<file path="config.mk">
export PLATFORM = sky130hd
export DESIGN_NAME = fifo_wr_arbiter
export DESIGN_NICKNAME = d
export VERILOG_FILES = /design/src/rtl/fifo_wr_arbiter.sv
export SDC_FILE = /design/constraint.sdc
export NUM_CORES = 1
export LEC_CHECK = 0
export ABC_AREA = 1
export BUFFER_PORTS_ARGS = -buffer_cell sky130_fd_sc_hd__buf_2
export CORE_AREA = 5 5 82 84
export CTS_CLUSTER_DIAMETER = 50
export DETAILED_ROUTE_END_ITERATION = 8
export DIE_AREA = 0 0 87 89
export PLACE_DENSITY_LB_ADDON = 0.12
export SLEW_MARGIN = 20
export SYNTH_ARGS = -nofsm -noshare
export SYNTH_HDL_FRONTEND = slang
export SYNTH_SLANG_ARGS = --single-unit
</file>
<file path="constraint.sdc">
create_clock -name clk -period 2.1 [get_ports clk]
set_input_delay 0.105 -clock clk [delete_from_list [all_inputs] [get_ports clk]]
set_output_delay 0.105 -clock clk [all_outputs]
set_load 0.03 [all_outputs]
</file>
<file path="src/rtl/fifo_wr_arbiter.sv">
// fifo_wr_arbiter: round-robin burst arbiter merging NREQ producers into one synchronous FIFO write port.
module fifo_wr_arbiter #(
   parameter int NREQ      = 4,
   parameter int WIDTH     = 32,
   parameter int MAX_BURST = 4
) (
   input  logic                     clk,
   input  logic                     rstN,
   input  logic [NREQ-1:0]          reqValid,
   input  logic [NREQ*WIDTH-1:0]    reqData,
   output logic [NREQ-1:0]          reqReady,
   input  logic                     fifoFull,
   output logic                     fifoWrEn,
   output logic [WIDTH-1:0]         fifoDataIn,
   output logic [$clog2(NREQ)-1:0]  grantId,
   output logic                     busy
);
   localparam int IW = $clog2(NREQ);
   localparam int CW = $clog2(MAX_BURST) + 1;
   typedef enum logic {IDLE, BURST} state_t;
   state_t state;
   logic [IW-1:0] owner, rrPtr, winner, sel;
   logic [CW-1:0] beatCnt;
   logic [IW:0] idx;
   logic found, selValid, accept, atMax;

   function automatic logic [IW-1:0] nextIdx(input logic [IW-1:0] x);
      return (x == IW'(NREQ - 1)) ? '0 : x + 1'b1;
   endfunction

   // Scan downward so the lowest offset from rrPtr is the last, winning, assignment.
   always_comb begin
      winner = '0;
      found  = 1'b0;
      idx    = '0;
      for (int k = NREQ - 1; k >= 0; k--) begin
         idx = {1'b0, rrPtr} + (IW+1)'(k);
         if (idx >= (IW+1)'(NREQ)) idx = idx - (IW+1)'(NREQ);
         if (reqValid[idx[IW-1:0]]) begin
            winner = idx[IW-1:0];
            found  = 1'b1;
         end
      end
   end

   assign busy     = (state == BURST);
   assign atMax    = (beatCnt == CW'(MAX_BURST));
   assign sel      = busy ? owner : winner;
   assign selValid = busy ? (reqValid[owner] && !atMax) : found;
   // Reset gates the combinational outputs so nothing leaks while rstN is low.
   assign accept     = rstN && selValid && !fifoFull;
   assign fifoWrEn   = accept;
   assign reqReady   = accept ? (NREQ'(1) << sel) : '0;
   assign fifoDataIn = (rstN && selValid) ? reqData[int'(sel)*WIDTH +: WIDTH] : '0;
   assign grantId    = (!busy && accept) ? winner : owner;

   // A full burst releases one cycle after its last beat, giving the bubble between owners.
   always_ff @(posedge clk or negedge rstN) begin
      if (!rstN) begin
         state   <= IDLE;
         owner   <= '0;
         rrPtr   <= '0;
         beatCnt <= '0;
      end else if (!busy) begin
         if (accept) begin
            owner <= winner;
            if (MAX_BURST == 1) rrPtr <= nextIdx(winner);
            else begin
               beatCnt <= CW'(1);
               state   <= BURST;
            end
         end
      end else if (!reqValid[owner] || atMax) begin
         state   <= IDLE;
         rrPtr   <= nextIdx(owner);
         beatCnt <= '0;
      end else if (!fifoFull) begin
         beatCnt <= beatCnt + 1'b1;
      end
   end
endmodule

</file>
# Word-level counts from Yosys, hierarchy flattened
# Cells that the tools add are included.
[word_totals]
ff_bits = 8
wordCells = 76
[classes]
n_bitwise = 1
n_eq_ne = 3
reduce_logical = 13
n_mux = 35
n_shift = 2
order_cmp = 9
add_sub_neg = 9
[op_table]
columns = ["op", "count"]
rows = [
  ["indexed part select 128 x 8 -> 32 bit", 1],
  ["two-way mux 32 bit", 1],
  ["two-way mux 2 bit", 11],
  ["< comparator 2 x 3 -> 1 bit, second input constant", 5],
  ["two-way mux 1 bit", 13],
  ["two-way mux 3 bit", 4],
  ["binary-select mux 1 bit (select 2 bit)", 5],
  [">= comparator 3 bit, second input constant", 3],
  ["subtractor 2 x 1 -> 2 bit, second input constant", 4],
  ["adder 2 x 2 -> 3 bit, second input constant", 2],
  ["AND reduction 2 bit", 3],
  ["logical AND 1 bit", 4],
  ["zero test 1 bit", 4],
  ["two-way mux 4 bit", 1],
  ["left shift 1 x 2 -> 4 bit, first input constant", 1],
  ["adder 2 x 1 -> 3 bit, second input constant", 1],
  ["adder 3 x 1 -> 3 bit, second input constant", 1],
  ["== test 3 bit, second input constant", 1],
  [">= comparator 2 x 3 -> 1 bit, second input constant", 1],
  ["!= test 3 x 2 -> 1 bit, second input constant", 1],
  ["adder 2 x 1 -> 2 bit, second input constant", 1],
  ["== test 2 bit, second input constant", 1],
  ["nonzero test 2 bit", 1],
  ["logical OR 1 bit", 1],
  ["NOT 1 bit", 1],
]

# Logic depth before layout (Yosys ltp)
# Gate-level depths: netlist of run 1.
[depth]
depth_word = 14
depth_mapped = 15
mapped_depth_nobuf = 13

# Least setup slack after synthesis of run 1
# Ideal clock, no wire load.
[synth_path]
path_type = "flip-flop to output port"
from = "reg state (netlist: busy)"
to = "out grantId[0]"
path_buffers = 1
required_ns = 1.995
stages_incl_launch_ff = 10
arrival_ns = 2.060
slack_ns = -0.065
path_cell_list = "dfrtp_1 > buf_2 > inv_1 > nand2_1 > nor2_1 > a21oi_2 > nand3b_2 > nor2_2 > nor2_1 > a31oi_1"
[synth_via]
elab_chain_len = 5
[synth_rtl]
columns = ["item", "line", "source"]
rows = [
  ["start: declaration", "21", "state_t state;"],
  ["start signal: assignment", "60", "state <= IDLE;"],
  ["start signal: assignment", "70", "state <= BURST;"],
  ["start signal: assignment", "74", "state <= IDLE;"],
  ["two-way mux 1 bit", "49", "assign selValid = busy ? (reqValid[owner] && !atMax) : found;"],
  ["logical AND 1 bit (2 in a row)", "51", "assign accept = rstN && selValid && !fifoFull;"],
  ["logical AND 1 bit *", "55", "assign grantId = (!busy && accept) ? winner : owner;"],
  ["two-way mux 2 bit *", "55", ""],
  ["end: declaration", "15", "output logic [$clog2(NREQ)-1:0] grantId,"],
]
# Mark *: on every way between the ends. The rest lies on a longest branch, timed or not.

# Worst setup path in the final report of run 1
[layout_path]
from = "reg rrPtr[0]"
to = "out fifoDataIn[22]"
[layout_via]
elab_chain_len = 12
[layout_rtl]
columns = ["item", "line", "source"]
rows = [
  ["start: declaration", "22", "logic [IW-1:0] owner, rrPtr, winner, sel;"],
  ["start signal: assignment", "67", "if (MAX_BURST == 1) rrPtr <= nextIdx(winner);"],
  ["start signal: assignment", "75", "rrPtr <= nextIdx(owner);"],
  ["adder 2 x 2 -> 3 bit", "37", "idx = {1'b0, rrPtr} + (IW+1)'(k);"],
  [">= comparator 3 bit / subtractor 2 x 1 -> 2 bit (equally long branches)", "38", "if (idx >= (IW+1)'(NREQ)) idx = idx - (IW+1)'(NREQ);"],
  ["two-way mux 2 bit", "38", ""],
  ["binary-select mux 1 bit (select 2 bit)", "39", "if (reqValid[idx[IW-1:0]]) begin"],
  ["two-way mux 1 bit (implied by the code)", "39", ""],
  ["two-way mux 2 bit / two-way mux 1 bit (equally long branches) (4 in a row)", "39", ""],
  ["two-way mux 2 bit / two-way mux 1 bit (equally long branches)", "48, 49", ""],
  ["indexed part select 128 x 8 -> 32 bit / logical AND 1 bit (equally long branches)", "54", "assign fifoDataIn = (rstN && selValid) ? reqData[int'(sel)*WIDTH +: WIDTH] : '0;"],
  ["two-way mux 32 bit *", "54", ""],
  ["end: declaration", "14", "output logic [WIDTH-1:0] fifoDataIn,"],
]
# Mark *: on every way between the ends. The rest lies on a longest branch, timed or not. The select of a mux whose other input is x is not followed.

==> run summary, run 1 <==
The clock tree skew after final layout is 0.00190 ns. The post-synthesis to final-layout area growth came out at 69.5%. The least setup slack across all paths after layout came out at -0.329 ns. The chip width came out at 87 um.

The post-synthesis instance area is 0.00238 mm^2. The number of antenna cells inserted came out at 0. The launch point of the worst path is rrPtr[0]$_DFFE_PN0P_. The clock tree root driver cell is clkbuf_8. The worst setup path is launched from a flip-flop. The violation count after the first detailed-routing iteration came out at about 230. The number of standard-cell rows in the floorplan is 28. The number of sinks handled by clock tree synthesis came out at 8. The critical path in this run is classified as reg2out. The routed wire length per instance is ~16 um. STA puts the critical path data required time at roughly 2.0 ns. The top-level port count came out at ~180.

The total length of routed wires is between 10000 and 15000 um. The measured slew at the worst slew-check pin is 0.290 ns. The share of post-route cells with drive strength above 1 came out at 0.513.

The global-route wire length before repair came out at between 15000 and 20000 um. The final global-route overflow total came out at 0. For this run, the total global-route usage over all layers was measured as 0.240.

The CTS tree is built. The data arrival time of the worst path came out at approximately 2.3 ns. The Yosys warning count is 0.

The number of storage elements in the synthesis netlist came out at 8. At the end of routability-driven placement, the weighted congestion stood at around 0.86. The per-cell via count in the routed design is 5.48. The distinct cell type count of the synthesized netlist is 27. By area the synthesized netlist is led by nand4_1, nand2_1, nor2_1. Setup repair after global routing could not meet its margin everywhere. The top cell type's share of synthesized area came out at 0.173. The worst hold slack across all endpoints is approximately 0.26 ns. The quantity of I/O buffers inserted on ports is approximately 170.

The summed negative setup slack over all endpoints is -8.64 ns. The synthesized area divided by synthesized cell count came out at around 5.7 um^2. The max capacitance violation total came out at 0. The share of the Yosys chip area taken by registers is 0.0841. The power per unit of standard cell area came out at between 2000 and 2500 mW/mm^2. The count of vias placed by the detailed router is ~3700.

The pin count of the biggest net entering global routing is 30. The worst setup path is captured at an output pin. The count of nets left with antenna violations once routing finished came out at 0. The setup violation total in the final timing report is 37. The total DRC errors in the routed layout is 0. The maximum number of buffers from clock root to sink came out at 2. The total half-perimeter wirelength after legalization and detailed placement came out at 7380 um.

The clock slew seen by the registers of the worst setup and hold paths came out at approximately 0.040 ns. The number of buffers added by the clock tree synthesis step came out at 3. The critical-path maximum fanout came out at 26. The number of enable flip-flop cells after synthesis is 0. The total number of H-tree levels came out at 1. The leakage power total came out at between 0.002 and 0.0025 uW. The number of optimization iterations in the first detailed-route pass is 5. The initial antenna violation count was 0. Summed over all instances, the cell type with the most area after synthesis is nand4_1. The layout net count is 733.

The die covers about 0.0077 mm^2. The worst ir drop on vdd came out at 1.31 mV. The worst slew slack as a fraction of its limit is 0.805. The final max-slew violation count is 0. The critical register-to-register path startpoint is rrPtr[0]$_DFFE_PN0P_. The maximum achievable frequency is approximately 0.41 GHz. The final reports fail on setup timing. The min-delay analysis places its worst path in the category in2async. Dividing the final minimum period by the clock period gives 1.16. The worst-skew pair later-pin latency came out at between 0.2 and 0.25 ns. The final period demand of the worst path is ~2.4 ns.

The run finished, with violations left. The proportion of synthesized flip-flops having asynchronous set or reset came out at 1.00. Synthesis produced a netlist with a net count of 553. The placeable core area is between 0.005 and 0.006 mm^2. The chip height came out at 89 um.

For this run, the leading register cell type out of synthesis is dfrtp_1. The via count of the first global-routing pass came out at around 3300. The cell count after synthesis came out at 415. The starting density of the core came out at 0.407. The number of endpoints with negative hold slack in the final report was 0.
final cells by class:
cell class | instances | area [um^2]
Clock buffer | 3 | 41.3
Sequential cell | 8 | 204
Tap cell | 75 | 93.8
Multi-Input combinational cell | 349 | 2030
Fill cell | 517 | 1820
Inverter | 18 | 72.6
Timing Repair Buffer | 215 | 1600
registers in the layout (all words and copies together) (netlist names):
| signal | flops |
|---|---|
| beatCnt | 3 |
| busy | 1 |
| owner | 2 |
| rrPtr | 2 |
routing by layer:
layer  part of all wire  vias to the layer above  wire length (um)  global-route usage
li1                   -                     1792                 -                   -
met1               0.39                     1661              4210               0.313
met2               0.50                      184              5440               0.423
met3              0.088                       23               949              0.0175
met4              0.023                        0               245              0.0694
met5                  0                        -                 0                   0
layout by cell type, fill, tap and decap left out, types with 2 or more instances in the layout:
master     instances
o21ai_1            3
a31oi_1            2
nand3_1           36
nand3_4            2
dfrtp_2            3
inv_1             14
buf_2            137
buf_12            11
nand2_1           79
inv_2              2
nor3_2             2
clkbuf_16          7
nand2_2           22
buf_16             3
a21oi_1            5
nand2_4            5
clkbuf_8           3
nand3_2           36
nor2_1            67
ha_1               3
inv_4              2
dfrtp_1            5
nor2_4             2
o21ai_0            4
nand2_8            3
buf_4             55
nor2_2             6
nor3_1             2
nand4_1           66
worst paths after layout:
check	slack, ns	endpoint	cells past startpoint
max reg2reg	0.33	beatCnt[1]$_DFFE_PN0P_	11
max	-0.33	fifoDataIn[22]	14
min	0.26	beatCnt[1]$_DFFE_PN0P_	2
min reg2reg	0.54	beatCnt[1]$_DFFE_PN0P_	2
max in group asynchronous	1.63	owner[1]$_DFFE_PN0P_	2
min in group clk	0.28	beatCnt[2]$_DFFE_PN0P_	4
power breakdown:
group / switching (uW) / total (uW) / leakage, uW / internal (uW)
registers: 84.0 / 310 / 0.0000956 / 226
logic: 5290 / 9110 / 0.00208 / 3820
clock network: 61.0 / 185 / 0.0000216 / 124
total: 5430 / 9600 / 0.00220 / 4170
synthesized netlist by cell type (5+ instances only):
cell type	n
nand3_2	23
dfrtp_1	8
nor2_1	73
buf_2	10
clkbuf_1	10
nand4_1	66
nand2_2	12
buf_6	7
buf_4	8
a21oi_1	5
nand2_1	96
nand3_1	51
inv_1	14
metrics by stage:
stage	power (uW)	cell area (um^2)	setup WS, ns	cells	util
final	9600	4040	-0.329	668	0.690
after CTS	8220	3630	-0.194	658	0.620
after global placement	6940	3300	0.0196	648	0.564
after floorplan	5740	2380	-0.0653	415	-
after global routing	10300	4040	-0.433	668	0.690
after detailed placement	7030	3300	-0.0268	648	0.564
critical path, stage by stage, from the launching register on:
cell     delay (ns)
dfrtp_2        0.43
buf_12         0.16
nand2_2        0.07
nand2_2        0.08
nand2_2        0.09
nand4_1        0.20
nand2_2        0.13
nand2_2        0.07
nand2_4        0.13
buf_12         0.19
nand4_1        0.11
nand2_1        0.08
nor2_1         0.05
nor2_1         0.12
buf_4          0.18
timing repair:
action	CTS	global route
setup buffers	3	4
hold endpoints to repair	8	0
resized for setup	54	53
pin swaps	4	30
gates cloned	3	7
endpoints found under the setup margin	38	39
hold buffers	1	0
cell families (layout without fill, tap and decap cells):
logic type,Yosys count,after routing,synth area share
and+or+nand+nor,330,330,0.702
DFF,8,8,0.0841
buffers and inverters,58,236,0.161
AOI/OAI and AO/OA,16,16,0.0373
adders and majority gates,3,3,0.0158
Note: power is estimated with default switching activity, not from simulation.
==> inputs of run 2 (changes only) <==
--- a/config.mk
+++ b/config.mk
@@ -9,2 +9,3 @@
 export BUFFER_PORTS_ARGS = -buffer_cell sky130_fd_sc_hd__buf_2
+export CAP_MARGIN = 5
 export CORE_AREA = 5 5 82 84
==> constraint.sdc (replaced) <==
create_clock -name clk -period 2.1 [get_ports clk]
set_input_delay 0.42 -clock clk [delete_from_list [all_inputs] [get_ports clk]]
set_output_delay 0.42 -clock clk [all_outputs]
set_load 0.03 [all_outputs]
==> run summary, run 2 (synthesized netlist as in run 1, its figures left out) <==
The chip width came out at 87 um (unchanged). The kind of end point of the critical path is an output pin. Broken down by cell family, the worst path's largest delay share belongs to simple AND/OR/NAND/NOR gates. The total DRC errors in the routed layout is 0 (unchanged). The least setup slack across all paths after layout is -0.589 ns (-0.260 ns). The final max-slew violation count came out at 0 (unchanged). The number of buffers added by the clock tree synthesis step is 3 (unchanged). The setup violation total in the final timing report came to 40 (+8.1%). Walking the worst path, the cells encountered are buf_6, nand2_4, nand3_2, nand2_2, nand3_2, nand3_2, nand3_4, nand2_8, buf_16, nand3_1, nand2_1, nor2_2, nor2_4, buf_2. The largest individual stage delay along the critical path comes from the cell dfrtp_2. The total number of H-tree levels is 1 (unchanged).

The maximum achievable frequency is 0.372 GHz (-9.7%). Leaving out fill and tap cells, the most frequent cell in the layout is buf_2. The data arrival time of the worst path came out at 2.27 ns (-0.05 ns). The clock slew seen by the registers of the worst setup and hold paths is 0.04 ns (about the same). The flow ran to the end, but the final reports show violations.

The final period demand of the worst path came out at 2.69 ns (+0.260 ns). The full die area is 0.00774 mm^2 (unchanged). The startpoint type of the worst setup path is a flip-flop. The global-route wire length before repair is 15700 um (+2.4%). Setup repair after global routing could not meet its margin everywhere.

The post-route standard cell area excluding fillers came out at 0.00462 mm^2 (+15%). In the final layout, the registers with the most flip-flops are beatCnt: 3 flops, owner: 2 flops, rrPtr: 2 flops. The share of the clock period used by the worst path after layout came out at 1.28 (+0.124).

The pin count of the biggest net entering global routing is 35 (+17%). The layout net count is 751 (+2.5%). The routed wire length per instance came out at 16.1 um (-1.1%). The path type of the worst setup path is reg2out. Relative to the synthesized area, the layout overhead comes to 94.1%. The worst-skew pair later-pin latency is 0.24 ns (about the same).

The stage delay of the slowest cell on the critical path is 0.46 ns (+0.03 ns). The worst path buffer plus inverter count is 3 (unchanged). The number of sinks handled by clock tree synthesis came out at 8 (unchanged). The met3 layer usage reported by global route is 0.0369 (+0.0194). The instance area after placement came out at 0.00386 mm^2 (+17%).

The count of vias placed by the detailed router is 3787 (+3.5%). The top cell types in the final layout, fill and taps aside, are buf_2, nand2_1, nand4_1. The routing usage on met1 is 0.299 (-0.0143). The checks that failed: setup timing. The placeable core area is 0.00585 mm^2 (unchanged). The top-level port count came to 175 (unchanged). The initial antenna violation count is 0 (unchanged).

The worst slew slack as a fraction of its limit came out at 0.802 (-0.00354). Among the stages of the critical path, the cell type that occurs most often is nand3_2. The met2 usage came out at 0.447 (+0.0242). The total half-perimeter wirelength after legalization and detailed placement is 7570 um (+2.7%). The reg-to-reg setup timing slack came to 0 ns (-0.33 ns). The starting density of the core came to 0.407 (unchanged). The global routing stage identified its most utilized layer as met2.

The per-cell via count in the routed design was 5.51 (+0.61%). In this run the worst hold path is classified as in2async. The maximum number of buffers from clock root to sink came out at 2 (unchanged). The aggregate global-route resource usage came out at 0.245 (+0.00480).

The total length of routed wires came out at 11000 um (+1.7%). The number of optimization iterations in the first detailed-route pass was 4 (-1). The number of standard-cell rows in the floorplan is 28 (unchanged). The measured slew at the worst slew-check pin is 0.296 ns (+0.00654 ns). The critical-path maximum fanout is 13 (-50%). The final RePlAce weighted congestion is 0.870 (+1.1%). The number of antenna cells inserted was 0 (unchanged). CTS placed an instance of clkbuf_8 at the clock tree root. The violation count after the first detailed-routing iteration came out at 170 (-24%).

The register bank with the most flops is beatCnt. TritonCTS built the clock tree. The chip height is 89 um (unchanged). The quantity of I/O buffers inserted on ports is 174 (unchanged). The share of post-route cells with drive strength above 1 was 0.641 (+0.128).

The post-route antenna net violation count is 0 (unchanged). The endpoint required time on the critical path came to 1.68 ns (-0.32 ns). The via count of the first global-routing pass came to 3497 (+4.5%). The number of endpoints with negative hold slack in the final report came to 0 (unchanged). The number of flip-flops under the largest register name came to 3 (unchanged).

The summed negative setup slack over all endpoints is -20.69 ns (-12.05 ns). The max capacitance violation total came out at 0 (unchanged). The clock tree skew after final layout came out at 0.00512 ns (+0.00322 ns). The final global-route overflow total came out at 0 (unchanged).
==> run 2: worst paths after layout <==
check,from,end,depth (start not counted)
max in group asynchronous,rstN,rrPtr[0]$_DFFE_PN0P_,2
setup reg to reg,rrPtr[0]$_DFFE_PN0P_,beatCnt[2]$_DFFE_PN0P_,15
hold / removal,rstN,rrPtr[1]$_DFFE_PN0P_,2
min in group clk,beatCnt[1]$_DFFE_PN0P_,beatCnt[1]$_DFFE_PN0P_,2
hold reg to reg,beatCnt[1]$_DFFE_PN0P_,beatCnt[1]$_DFFE_PN0P_,2
setup / recovery,rrPtr[0]$_DFFE_PN0P_,fifoDataIn[22],14
==> run 2: stage by stage <==
stage,worst slack (ns),hold slack [ns],utilization,instances
2_1_floorplan,-0.0940,0.124,-,415
3_3_place_gp,-0.346,0.341,0.660,666
3_5_place_dp,-0.414,0.346,0.660,666
4_1_cts,-0.576,0.0931,0.709,676
5_1_grt,-0.703,0.0971,0.790,687
6_report,-0.589,0.0933,0.790,687
==> run 2: what timing repair did <==
item | CTS | global route
endpoints found under the setup margin | 39 | 42
setup buffers | 4 | 5
hold buffers | 0 | 0
pin swaps | 8 | 20
gates resized for setup | 48 | 126
cloned | 2 | 7
==> run 2: final cells by class <==
| type | instances | area, um^2 |
|---|---|---|
| multi-input combinational | 350 | 2420 |
| timing repair buffer | 232 | 1780 |
| fill | 425 | 1230 |
| sequential | 8 | 203 |
| tap | 75 | 93.8 |
| inverter | 18 | 72.6 |
| clock buffer | 4 | 45.0 |
==> run 2: per-layer routing <==
| layer | up-vias | wire length [um] |
|---|---|---|
| li1 | 1828 | - |
| met1 | 1758 | 4180 |
| met2 | 181 | 5740 |
| met3 | 20 | 912 |
| met4 | 0 | 204 |
| met5 | - | 0 |
Power of run 2 is not shown: default switching activity piles up to over one toggle a cycle in this logic, so the estimate is an artifact.
==> inputs of run 3 (changes only) <==
--- a/config.mk
+++ b/config.mk
@@ -8,2 +8,3 @@
 export ABC_AREA = 1
+export ABC_CLOCK_PERIOD_IN_PS = 2100
 export BUFFER_PORTS_ARGS = -buffer_cell sky130_fd_sc_hd__buf_2
==> constraint.sdc (replaced) <==
create_clock -name clk -period 2.1 [get_ports clk]
set_input_delay 0.315 -clock clk [delete_from_list [all_inputs] [get_ports clk]]
set_output_delay 0.315 -clock clk [all_outputs]
set_load 0.03 [all_outputs]
==> run summary, run 3 (synthesized netlist as in run 1, its figures left out) <==
The top-level port count came out at 175 (unchanged). The pin count of the biggest net entering global routing came out at 34 (-2.9%). The via count of the first global-routing pass came out at 3459 (-1.1%). The endpoint required time on the critical path came out at 1.78 ns (+0.10 ns). The critical-path maximum fanout is 13 (unchanged). The number of optimization iterations in the first detailed-route pass came out at 5 (+1). The maximum number of buffers from clock root to sink was 2 (unchanged). The library cell used most frequently in the layout, excluding fill and tap cells, is buf_2. The total DRC errors in the routed layout came out at 0 (unchanged).

The number of antenna cells inserted came out at 0 (unchanged). The total length of routed wires is 11400 um (+3.0%). The clock slew seen by the registers of the worst setup and hold paths is 0.05 ns (about the same). The layout net count is 754 (+0.40%). The measured slew at the worst slew-check pin came out at 0.430 ns (+0.134 ns).

The worst-skew pair later-pin latency came out at 0.24 ns (about the same). The routed wire length per instance came to 16.5 um (+2.5%). The final RePlAce weighted congestion came out at 0.924 (+6.2%). The global-route wire length before repair is 15500 um (-1.1%). The area of combinational cells with multiple inputs came out at 0.00235 mm^2 (-3.0%). The worst slew slack as a fraction of its limit is 0.712 (-0.0897). The clock tree skew after final layout is 0.00913 ns (+0.00400 ns). The final period demand of the worst path came out at 2.63 ns (-0.0541 ns).

The chip width is 87 um (unchanged). The share of post-route cells with drive strength above 1 came out at 0.624 (-0.0161). The initial antenna violation count is 0 (unchanged). The critical path in this run is classified as reg2out.

The per-cell via count in the routed design is 5.55 (+0.72%). TritonCTS built the clock tree. The final global-route overflow total came to 0 (unchanged). The number of standard-cell rows in the floorplan came out at 28 (unchanged). The maximum achievable frequency came out at 0.380 GHz (+2.1%). The summed negative setup slack over all endpoints came out at -18.53 ns (+2.16 ns). The number of cells on the worst reg-to-reg path is 14 (-1).

The final max-slew violation count is 0 (unchanged). More flip-flops sit in one register than any other, and that register is beatCnt. Setup repair after global routing could not meet its margin everywhere. The least setup slack across all paths after layout is -0.535 ns (+0.0541 ns). The flow ran to the end, but the final reports show violations.

The total number of H-tree levels is 1 (unchanged). The largest registers in the layout are beatCnt: 3 flops, owner: 2 flops, rrPtr: 2 flops. The fill cell instance count of the final layout came out at 423 (-0.47%). The post-synthesis to final-layout area growth is 96.6%.

The number of flip-flops under the largest register name came to 3 (unchanged). In the layout the commonest cells are buf_2, nand2_1, nand4_1. The placeable core area is 0.00585 mm^2 (unchanged). The data arrival time of the worst path was 2.32 ns (+0.05 ns). The chip height is 89 um (unchanged). The number of buffers added by the clock tree synthesis step came out at 3 (unchanged). The violation count after the first detailed-routing iteration is 223 (+31%). The checks that failed: setup timing. The max capacitance violation total came to 0 (unchanged). The cell depth of the worst hold path is 4.

The post-route antenna net violation count is 0 (unchanged). The min-delay analysis places its worst path in the category in2reg. The full die area is 0.00774 mm^2 (unchanged). STA classifies the critical path endpoint as an output pin. The aggregate global-route resource usage is 0.242 (-0.00287). The register area is 204 um^2 (+0.62%).

The count of vias placed by the detailed router came out at 3831 (+1.2%). The setup violation total in the final timing report is 39 (-2.5%). The total half-perimeter wirelength after legalization and detailed placement was 7320 um (-3.3%). The number of endpoints with negative hold slack in the final report came out at 0 (unchanged).

The number of sinks handled by clock tree synthesis was 8 (unchanged). The worst setup path is launched from a flip-flop. The tree is rooted in a clkbuf_8.

The share of the clock period used by the worst path after layout is 1.25 (-0.0258). The starting density of the core was 0.407 (unchanged). The quantity of I/O buffers inserted on ports is 174 (unchanged).
-- run 3: cell count changes in the layout (fill, tap and decap cells not counted), sizes merged --
| cell | change |
|---|---|
| dlygate4sd3 | +1 |
| clkinv | +1 |
| inv | -1 |
| buf | -1 |
| clkbuf | +3 |
-- run 3: cell type report --
class,count,area share
multi-input cells,350,0.502
clock buffers,4,0.00962
flip-flops and latches,8,0.0436
well taps,75,0.0200
inverters,18,0.0160
repair buffers,235,0.409
-- run 3: critical path, cell delays in order, from the launching register on --
cell and delay (ns):
dfrtp_2 0.45, buf_6 0.15, nand2_4 0.09, nand3_4 0.08, nand2_2 0.10, nand3_4 0.09
nand2_2 0.08, nand2_2 0.07, nand3_4 0.15, buf_6 0.17, buf_12 0.14, nand4_1 0.09
nand2_1 0.14, nor2_4 0.05, nor2_4 0.09, buf_6 0.14
-- run 3: per-stage QoR --
stage | setup slack (ns) | instance area, um^2 | cells | hold WS, ns | utilization
6_report | -0.535 | 4680 | 690 | 0.409 | 0.800
3_5_place_dp | -0.232 | 3660 | 660 | 0.245 | 0.625
2_1_floorplan | -0.126 | 2630 | 415 | 0.0194 | -
5_1_grt | -0.662 | 4680 | 690 | 0.451 | 0.800
4_1_cts | -0.398 | 4200 | 675 | 0.446 | 0.718
3_3_place_gp | -0.203 | 3660 | 660 | 0.237 | 0.625
-- run 3: what timing repair did --
action / in CTS / in global routing
resized for setup: 111 / 61
gates cloned: 4 / 9
setup endpoints to repair: 39 / 41
setup buffers: 6 / 6
pin swaps: 7 / 47
hold buffers: 1 / 0
hold endpoints to repair: 4 / 0
-- run 3: per-layer routing --
layer,global-route usage,share of wire,vias to the layer above
met1,0.296,0.38,1732
met5,0,0,-
li1,-,-,1840
met2,0.439,0.50,224
met4,0.0878,0.032,0
met3,0.0221,0.083,35
-- run 3: path summary, 6_finish.rpt --
kind | from | slack, ns | endpoint
setup / recovery | rrPtr[0]$_DFFE_PN0P_ | -0.53 | fifoDataIn[13]
hold / removal | fifoFull | 0.41 | beatCnt[2]$_DFFE_PN0P_
setup reg to reg | rrPtr[0]$_DFFE_PN0P_ | 0.12 | beatCnt[1]$_DFFE_PN0P_
hold reg to reg | beatCnt[1]$_DFFE_PN0P_ | 0.54 | beatCnt[1]$_DFFE_PN0P_
max in group asynchronous | rstN | 1.41 | busy$_DFF_PN0_
min in group asynchronous | rstN | 0.55 | beatCnt[2]$_DFFE_PN0P_
Power of run 3 is left out for the same reason.
